[src/rtl/if_fetch_stage_if.sv]
// Instruction-memory request/response bundle between the fetch stage and imem.
// Latency: none (wires only); response is same-cycle with imem_ready.
// Backpressure: imem_ready low holds the request; the master keeps imem_addr stable.
//
// Ports (master = fetch stage, slave = instruction memory):
//   imem_req    master->slave  request valid
//   imem_addr   master->slave  word-aligned request address
//   imem_ready  slave->master  imem_data valid for the current request
//   imem_data   slave->master  instruction word
interface if_fetch_stage_if;
  logic        imem_req;
  logic [31:0] imem_addr;
  logic        imem_ready;
  logic [31:0] imem_data;

  modport master (
    output imem_req,
    output imem_addr,
    input  imem_ready,
    input  imem_data
  );

  modport slave (
    input  imem_req,
    input  imem_addr,
    output imem_ready,
    output imem_data
  );
endinterface

[src/rtl/if_fetch_stage.sv]
// Instruction fetch: owns the PC, requests imem, drives the IF/ID bundle and its flush.
// Latency: same-cycle delivery when imem_ready=1; a redirect target appears 1 cycle later.
// Backpressure: stall parks a delivered word in HOLD (imem_req=0); imem_ready=0 keeps REQ.
//
// Ports:
//   clk, reset          rising-edge clock, asynchronous active-low reset
//   stall               IF/ID holding; the delivered instruction is not consumed
//   redirect/_pc        taken branch/jump; target low two bits are forced to 0
//   imem                master side of the instruction-memory handshake
//   pc                  registered fetch PC
//   if_id_out           {pc+4, instruction}, nextPC in the upper 32 bits
//   if_id_flush         IF/ID captures a bubble; instruction field is NOP_INSTR
module if_fetch_stage #(
  parameter logic [31:0] RESET_PC  = 32'h0000_0000,
  parameter logic [31:0] NOP_INSTR = 32'h0000_0000
) (
  input  logic                    clk,
  input  logic                    reset,
  input  logic                    stall,
  input  logic                    redirect,
  input  logic [31:0]             redirect_pc,
  if_fetch_stage_if.master        imem,
  output logic [31:0]             pc,
  output logic [63:0]             if_id_out,
  output logic                    if_id_flush
);

  typedef enum logic [1:0] {
    S_IDLE = 2'd0,
    S_REQ  = 2'd1,
    S_HOLD = 2'd2,
    S_DROP = 2'd3
  } state_t;

  state_t      state;
  logic [31:0] req_addr;
  logic [31:0] hold_instr;
  logic [31:0] pc_plus4;
  logic [31:0] redir_tgt;
  logic [31:0] out_instr;

  assign pc_plus4  = pc + 32'd4;             // wraps mod 2^32
  assign redir_tgt = {redirect_pc[31:2], 2'b00};

  always_ff @(posedge clk or negedge reset) begin
    if (!reset) begin
      state      <= S_IDLE;
      pc         <= RESET_PC;
      req_addr   <= RESET_PC;
      hold_instr <= NOP_INSTR;
    end else if (redirect) begin
      pc <= redir_tgt;
      // An outstanding, unanswered request cannot be withdrawn: keep its address
      // on the bus and discard its data in DROP. Later redirects only move pc.
      if ((state == S_REQ || state == S_DROP) && !imem.imem_ready) begin
        state <= S_DROP;
      end else begin
        req_addr <= redir_tgt;
        state    <= S_REQ;
      end
    end else begin
      case (state)
        S_IDLE: begin
          req_addr <= pc;
          state    <= S_REQ;
        end
        S_REQ: begin
          if (imem.imem_ready) begin
            if (stall) begin
              hold_instr <= imem.imem_data;
              state      <= S_HOLD;
            end else begin
              pc       <= pc_plus4;
              req_addr <= pc_plus4;
            end
          end
        end
        S_HOLD: begin
          if (!stall) begin
            pc       <= pc_plus4;
            req_addr <= pc_plus4;
            state    <= S_REQ;
          end
        end
        S_DROP: begin
          // Stale data returns now; re-issue at the redirected pc.
          if (imem.imem_ready) begin
            req_addr <= pc;
            state    <= S_REQ;
          end
        end
        default: state <= S_IDLE;
      endcase
    end
  end

  // Delivery is combinational so a ready word reaches IF/ID in its own cycle.
  always_comb begin
    if_id_flush = 1'b1;
    out_instr   = NOP_INSTR;
    if (!redirect) begin
      case (state)
        S_REQ: begin
          if (imem.imem_ready) begin
            if_id_flush = 1'b0;
            out_instr   = imem.imem_data;
          end
        end
        S_HOLD: begin
          if_id_flush = 1'b0;
          out_instr   = hold_instr;
        end
        default: ;
      endcase
    end
  end

  assign if_id_out      = {pc_plus4, out_instr};
  assign imem.imem_req  = (state == S_REQ) || (state == S_DROP);
  assign imem.imem_addr = req_addr;

endmodule

[src/flat_wrapper.sv]
// flat-port wrapper written by rule: the top's interface ports become plain ports
module if_fetch_stage_flat 
#(
  parameter logic [31:0] RESET_PC  = 32'h0000_0000,
  parameter logic [31:0] NOP_INSTR = 32'h0000_0000
)
  (clk, reset, stall, redirect, redirect_pc, pc, if_id_out, if_id_flush, imem_imem_req, imem_imem_addr, imem_imem_ready, imem_imem_data);
  if_fetch_stage_if imem_i ();
  input  logic clk;
  input  logic reset;
  input  logic stall;
  input  logic redirect;
  input  logic [31:0] redirect_pc;
  output logic [31:0] pc;
  output logic [63:0] if_id_out;
  output logic if_id_flush;
  output wire logic [$bits(imem_i.imem_req)-1:0] imem_imem_req;
  output wire logic [$bits(imem_i.imem_addr)-1:0] imem_imem_addr;
  input wire logic [$bits(imem_i.imem_ready)-1:0] imem_imem_ready;
  input wire logic [$bits(imem_i.imem_data)-1:0] imem_imem_data;
  assign imem_imem_req = imem_i.imem_req;
  assign imem_imem_addr = imem_i.imem_addr;
  assign imem_i.imem_ready = imem_imem_ready;
  assign imem_i.imem_data = imem_imem_data;
  if_fetch_stage #(.RESET_PC(RESET_PC), .NOP_INSTR(NOP_INSTR)) u_core (.clk(clk), .reset(reset), .stall(stall), .redirect(redirect), .redirect_pc(redirect_pc), .imem(imem_i), .pc(pc), .if_id_out(if_id_out), .if_id_flush(if_id_flush));
endmodule
[config.mk]
export PLATFORM = sky130hd
export DESIGN_NAME = if_fetch_stage_flat
export DESIGN_NICKNAME = d
export VERILOG_FILES = /design/src/rtl/if_fetch_stage_if.sv /design/src/rtl/if_fetch_stage.sv /design/src/flat_wrapper.sv
export SDC_FILE = /design/constraint.sdc
export NUM_CORES = 1
export LEC_CHECK = 0
export ABC_AREA = 1
export BUFFER_PORTS_ARGS = -buffer_cell sky130_fd_sc_hd__buf_2
export CORE_MARGIN = 3
export CORE_UTILIZATION = 55
export CTS_CLUSTER_DIAMETER = 200
export DETAILED_ROUTE_END_ITERATION = 16
export GPL_ROUTABILITY_DRIVEN = 0
export PLACE_DENSITY = 0.86
export SLEW_MARGIN = 20
export SYNTH_ARGS = -nofsm -noshare
export SYNTH_HDL_FRONTEND = slang
export SYNTH_SLANG_ARGS = --single-unit
[constraint.sdc]
create_clock -name clk -period 4.8 [get_ports clk]
set_clock_uncertainty 0.05 [all_clocks]
set_input_delay 0.48 -clock clk [delete_from_list [all_inputs] [get_ports clk]]
set_output_delay 0.48 -clock clk [all_outputs]
set_load 0.02 [all_outputs]
# [Yosys cells after proc, flatten, opt, wreduce, memory -nomap -nowiden]
# Cells that the tools add are included.
[word_totals] ff_bits=98 inputBits=69 out_inout_bits=130 wordCells=46
[classes] addsub=1 eq_ne=8 mux=23 n_bitwise=1 n_reduce_logical=9
[op_table] operator="2-to-1 mux 32 bit" count=10
[op_table] operator="case mux 32 bit (2 select lines)" count=2
[op_table] operator="case mux 32 bit (4 select lines)" count=1
[op_table] operator="adder 32 x 3 -> 32 bit (second input constant)" count=1
[op_table] operator="2-to-1 mux 2 bit" count=6
[op_table] operator="!= test 3 bit (second input constant)" count=4
[op_table] operator="case mux 2 bit (4 select lines)" count=1
[op_table] operator="AND reduction 4 bit" count=2
[op_table] operator="== test 2 bit (second input constant)" count=2
[op_table] operator="AND reduction 3 bit" count=1
[op_table] operator="nonzero test 3 bit" count=1
[op_table] operator="== test 2 x 1 -> 1 bit (second input constant)" count=1
[op_table] operator="zero test 2 bit" count=1
[op_table] operator="2-to-1 mux 1 bit" count=2
[op_table] operator="!= test 2 bit (second input constant)" count=1
[op_table] operator="case mux 1 bit (2 select lines)" count=1
[op_table] operator="AND reduction 2 bit" count=1
[op_table] operator="logical AND 1 bit" count=1
[op_table] operator="zero test 1 bit" count=1
[op_table] operator="logical OR 1 bit" count=1
[op_table] operator="inverter 1 bit" count=1

# [Longest topological paths before layout]
[depth] ltp_word=5 ltp_mapped=11 ltp_nobuf=10

# [Worst setup path after synthesis]
# OpenSTA, ideal clock, no wires.
[synth_path] path_kind="register to output" start="register u_core.pc[2]" end="output if_id_out[54]" arrival_ns=1.637 t_required_ns=4.270 setup_slack_ns=2.633 stages_incl_launch_ff=9 path_buffers=0 path_cell_list="dfrtp_1 ha_1 nand2_1 nor2_2 nand2_4 nor2_4 nand3_1 and2_4 inv_1"
[synth_via] elab_chain_len=1
[synth_lines] element="from (decl)" line_no="if_fetch_stage.sv:23" source="output logic [31:0] pc,"
[synth_lines] element="from (signal assigned)" line_no="if_fetch_stage.sv:52" source="pc <= redir_tgt;"
[synth_lines] element="from (signal assigned)" line_no="if_fetch_stage.sv:73" source="pc <= pc_plus4;"
[synth_lines] element="from (signal assigned)" line_no="if_fetch_stage.sv:80" source="pc <= pc_plus4;"
[synth_lines] element="adder 32 x 3 -> 32 bit" line_no="if_fetch_stage.sv:42" source="assign pc_plus4 = pc + 32'd4;"
[synth_lines] element="to (decl)" line_no="flat_wrapper.sv:15" source="output logic [63:0] if_id_out;"
# No other way between the ends.

# [Final worst setup path]
[layout_path] start="register u_core.state[0]" end="output if_id_out[21]"
[layout_via] elab_chain_len=3 elab_cells_between_ends=4 cone_classes="eq/ne (2); mux (2)"
[layout_lines] element="from (decl)" line_no="if_fetch_stage.sv:35" source="state_t state;"
[layout_lines] element="from (signal assigned)" line_no="if_fetch_stage.sv:47" source="state <= S_IDLE;"
[layout_lines] element="from (signal assigned)" line_no="if_fetch_stage.sv:56" source="state <= S_DROP;"
[layout_lines] element="from (signal assigned)" line_no="if_fetch_stage.sv:59" source="state <= S_REQ;"
[layout_lines] element="== test 2 bit / == test 2 x 1 -> 1 bit (equally long branches)" line_no="if_fetch_stage.sv:102" source="case (state)"
[layout_lines] element="case mux 32 bit (2 select lines) *" line_no="if_fetch_stage.sv:102"
[layout_lines] element="2-to-1 mux 32 bit *" line_no="if_fetch_stage.sv:101" source="if (!redirect) begin"
# Every way passes the cells marked *; elsewhere a longest branch is shown, timed or not.

==> flow_metrics.tcl <==
set metrics [dict create \
    synth_warnings 0 \
    die_h_um 109 \
    tightest_slew_ns 0.975 \
    slew_headroom_pct 34.8 \
    worstHoldPathType "input pin to asynchronous set/reset pin" \
    max_freq_ghz 0.262 \
    synth_seq_area_share_pct 40.5 \
    finalHoldViolations 0 \
    slew_violations 0 \
    crit_path_end_kind "output pin" \
    period_minus_slack_ns 3.82 \
    numCtsBuffers 9 \
    synth_area_leaders "dfrtp_1 41%, nand2_1 18%, a21oi_1 9.0%" \
    cts.sinks 95 \
    rsz0062_at_grt "false" \
    power.density_mw_per_mm2 552 \
    post_drt_wl_per_cell_um 13.6 \
    diodes 0 \
    crit_arrival_ns 3.29 \
    synth_top_area_share_pct 40.5 \
    row_count 37 \
    clockBufferDepth 2 \
    die_area_mm2 0.0119 \
    ant_nets 0 \
    drive_gt1_share_pct 23.0 \
    initialDrtViolationCount 460 \
    drc 0 \
    vias 6066 \
    tns_ns 0 \
    criticalPathCategory "flop to output pin" \
    cts.hold.buffers_added 0 \
    grt_pass1_wl_um 25700 \
    nets 1099 \
    overflow 0 \
    start_util_pct 56.6 \
    final.fill_count 935 \
    antenna_found_initial 0 \
    cp_max_fo 43 \
    post_dp_cell_area_mm2 0.00680 \
    postCtsSetupRepairBufs 0 \
    die_w_um 109 \
    hpwl_um 11500 \
    ir_drop_mv 0.310 \
    start_kind "flop" \
    place_inst 1151 \
    clock-root-buffer "clkbuf_8" \
    first_global_vias 5400 \
    clock_latency_ns 0.36 \
    grt_use_total_pct 26.9 \
    synth_area_mm2 0.00586 \
    ctsResizeCount 0 \
    io_pins 199 \
    ys_ff_latch 95 \
    finalNonFillerCells 1166 \
    clk_pin_slew_worst_paths_ns 0.10 \
    totalWireLength_um 15900 \
    area_growth_pct 19.1 \
    period_share_pct 79.6 \
    p_leak_uw 0.00374 \
    dr.pass1.iters 7 \
    portBuffers 192 \
    synth_cells 861 \
    synth.distinct_cells 35 \
    pre_cts_ws_ns 1.37 \
    worst_slack_ns 0.978 \
    core_mm2 0.0104 \
    cp.required_ns 4.27 \
    detail_route.vias_per_cell 5.20 \
    grt_max_degree 64 \
    cts_tree "yes" \
    h-tree-depth 3 \
    finalSetupViolations 0 \
    fin_util_pct 67.3 \
    cap_violations 0 \
    synth.avg_cell_area_um2 6.81 \
    status "finished clean" \
    design_area_mm2 0.00698 \
    synth_top_cell_by_area "dfrtp_1" \
]
-- report_power, final --
part           internal, uW  leakage [uW]  switching (uW)  total (uW)
Combinational           615       0.00251            1370        1980
Sequential             1120       0.00115             231        1350
Clock                   240     0.0000888             285         525
Total                  1970       0.00374            1880        3860
-- cell usage after synthesis, drive strengths merged --
master and n:
a32oi 1, nor2 99, conb 1, ha 4, o221ai 9, dfrtp 95, o211ai 1, a21oi 107
xnor2 1, o21ai 58, nand3b 1, a31oi 8, buf 25, nand3 27, xor2 6, clkbuf 21
nand2 291, and2 6, dlygate4sd1 1, inv 99
-- logic make-up (layout without fill, tap and decap cells) --
logic type / count (synthesis) / after routing / synth area share, %
AOI/OAI and AO/OA: 184 / 184 / 17.1
xor gates and xnor gates: 7 / 7 / 1.05
adders and majority gates: 4 / 4 / 0.853
buffers and inverters: 146 / 312 / 10.7
DFF: 95 / 95 / 40.5
other: 1 / 4 / 0.0639
and+or+nand+nor: 424 / 424 / 29.6
-- layout by cell type (no fill, tap or decap) --
cell / count
and2_4: 2
buf_2: 191
nor2_4: 6
a21oi_2: 1
ha_1: 4
inv_1: 97
nand3b_1: 1
nor2_8: 1
o21ai_4: 1
o21ai_1: 15
and2_1: 4
xor2_1: 6
o211ai_1: 1
a32oi_1: 1
nand2_2: 1
o221ai_1: 9
o21ai_2: 5
a21oi_1: 106
a31oi_1: 8
dfrtp_1: 95
nand3_1: 27
conb_1: 4
bufinv_16: 1
clkbuf_8: 9
inv_2: 2
nor2_2: 4
nor2_1: 88
clkinvlp_4: 2
clkbuf_1: 1
nand2_4: 2
o21ai_0: 37
xnor2_1: 1
inv_6: 1
buf_4: 7
clkinv_2: 1
nand2_1: 288
-- metal layers --
| metal | wire [um] | share of wire [%] | vias up | GRT usage [%] |
|---|---|---|---|---|
| met4 | 322 | 2.0 | 0 | 8.55 |
| li1 | - | - | 3035 | - |
| met3 | 1310 | 8.3 | 34 | 3.97 |
| met5 | 0 | 0 | - | 0 |
| met2 | 7700 | 49 | 248 | 45.5 |
| met1 | 6520 | 41 | 2749 | 35.8 |
-- layout make-up --
cell class	instances	area [um^2]	area share [%]
Multi-Input combinational cell	623	2870	41.1
Sequential cell	95	2380	34.0
Timing Repair Buffer	198	1010	14.4
Inverter	99	372	5.32
Tap cell	136	170	2.44
Clock buffer	10	128	1.83
Clock inverter	5	58.8	0.842
-- flip-flops by register name (all words and copies together), names as in the netlist --
signal	flops
u_core.hold_instr	32
u_core.imem.imem_addr	31
u_core.pc	30
u_core.state	2
-- path summary, 6_finish.rpt --
path	slack [ns]	end	startpoint	cells after the start
min	0.05	u_core.imem.imem_addr[10]	reset	1
max in group asynchronous	3.56	u_core.imem.imem_addr[27]	reset	2
max	0.98	if_id_out[21]	u_core.state[0]	7
min in group clk	0.29	u_core.hold_instr[6]	imem_imem_data[6]	3
max reg2reg	2.17	u_core.imem.imem_addr[4]	u_core.state[0]	7
min reg2reg	0.43	u_core.hold_instr[23]	u_core.hold_instr[23]	2
-- metrics by stage --
step	hold slack [ns]	power (uW)
4_1_cts	0.0619	3880
3_3_place_gp	0.404	3300
3_5_place_dp	0.408	3350
6_report	0.0450	3860
2_1_floorplan	0.134	2790
5_1_grt	0.0826	4190
-- critical path, stage by stage, from the launching register on --
cell and delay (ns):
dfrtp_1 0.40, inv_1 0.06, ha_1 0.28, buf_4 0.28, inv_1 0.59, nand2_1 0.75, a21oi_1 0.35, buf_2 0.21
Note: power is estimated with default switching activity, not from simulation.
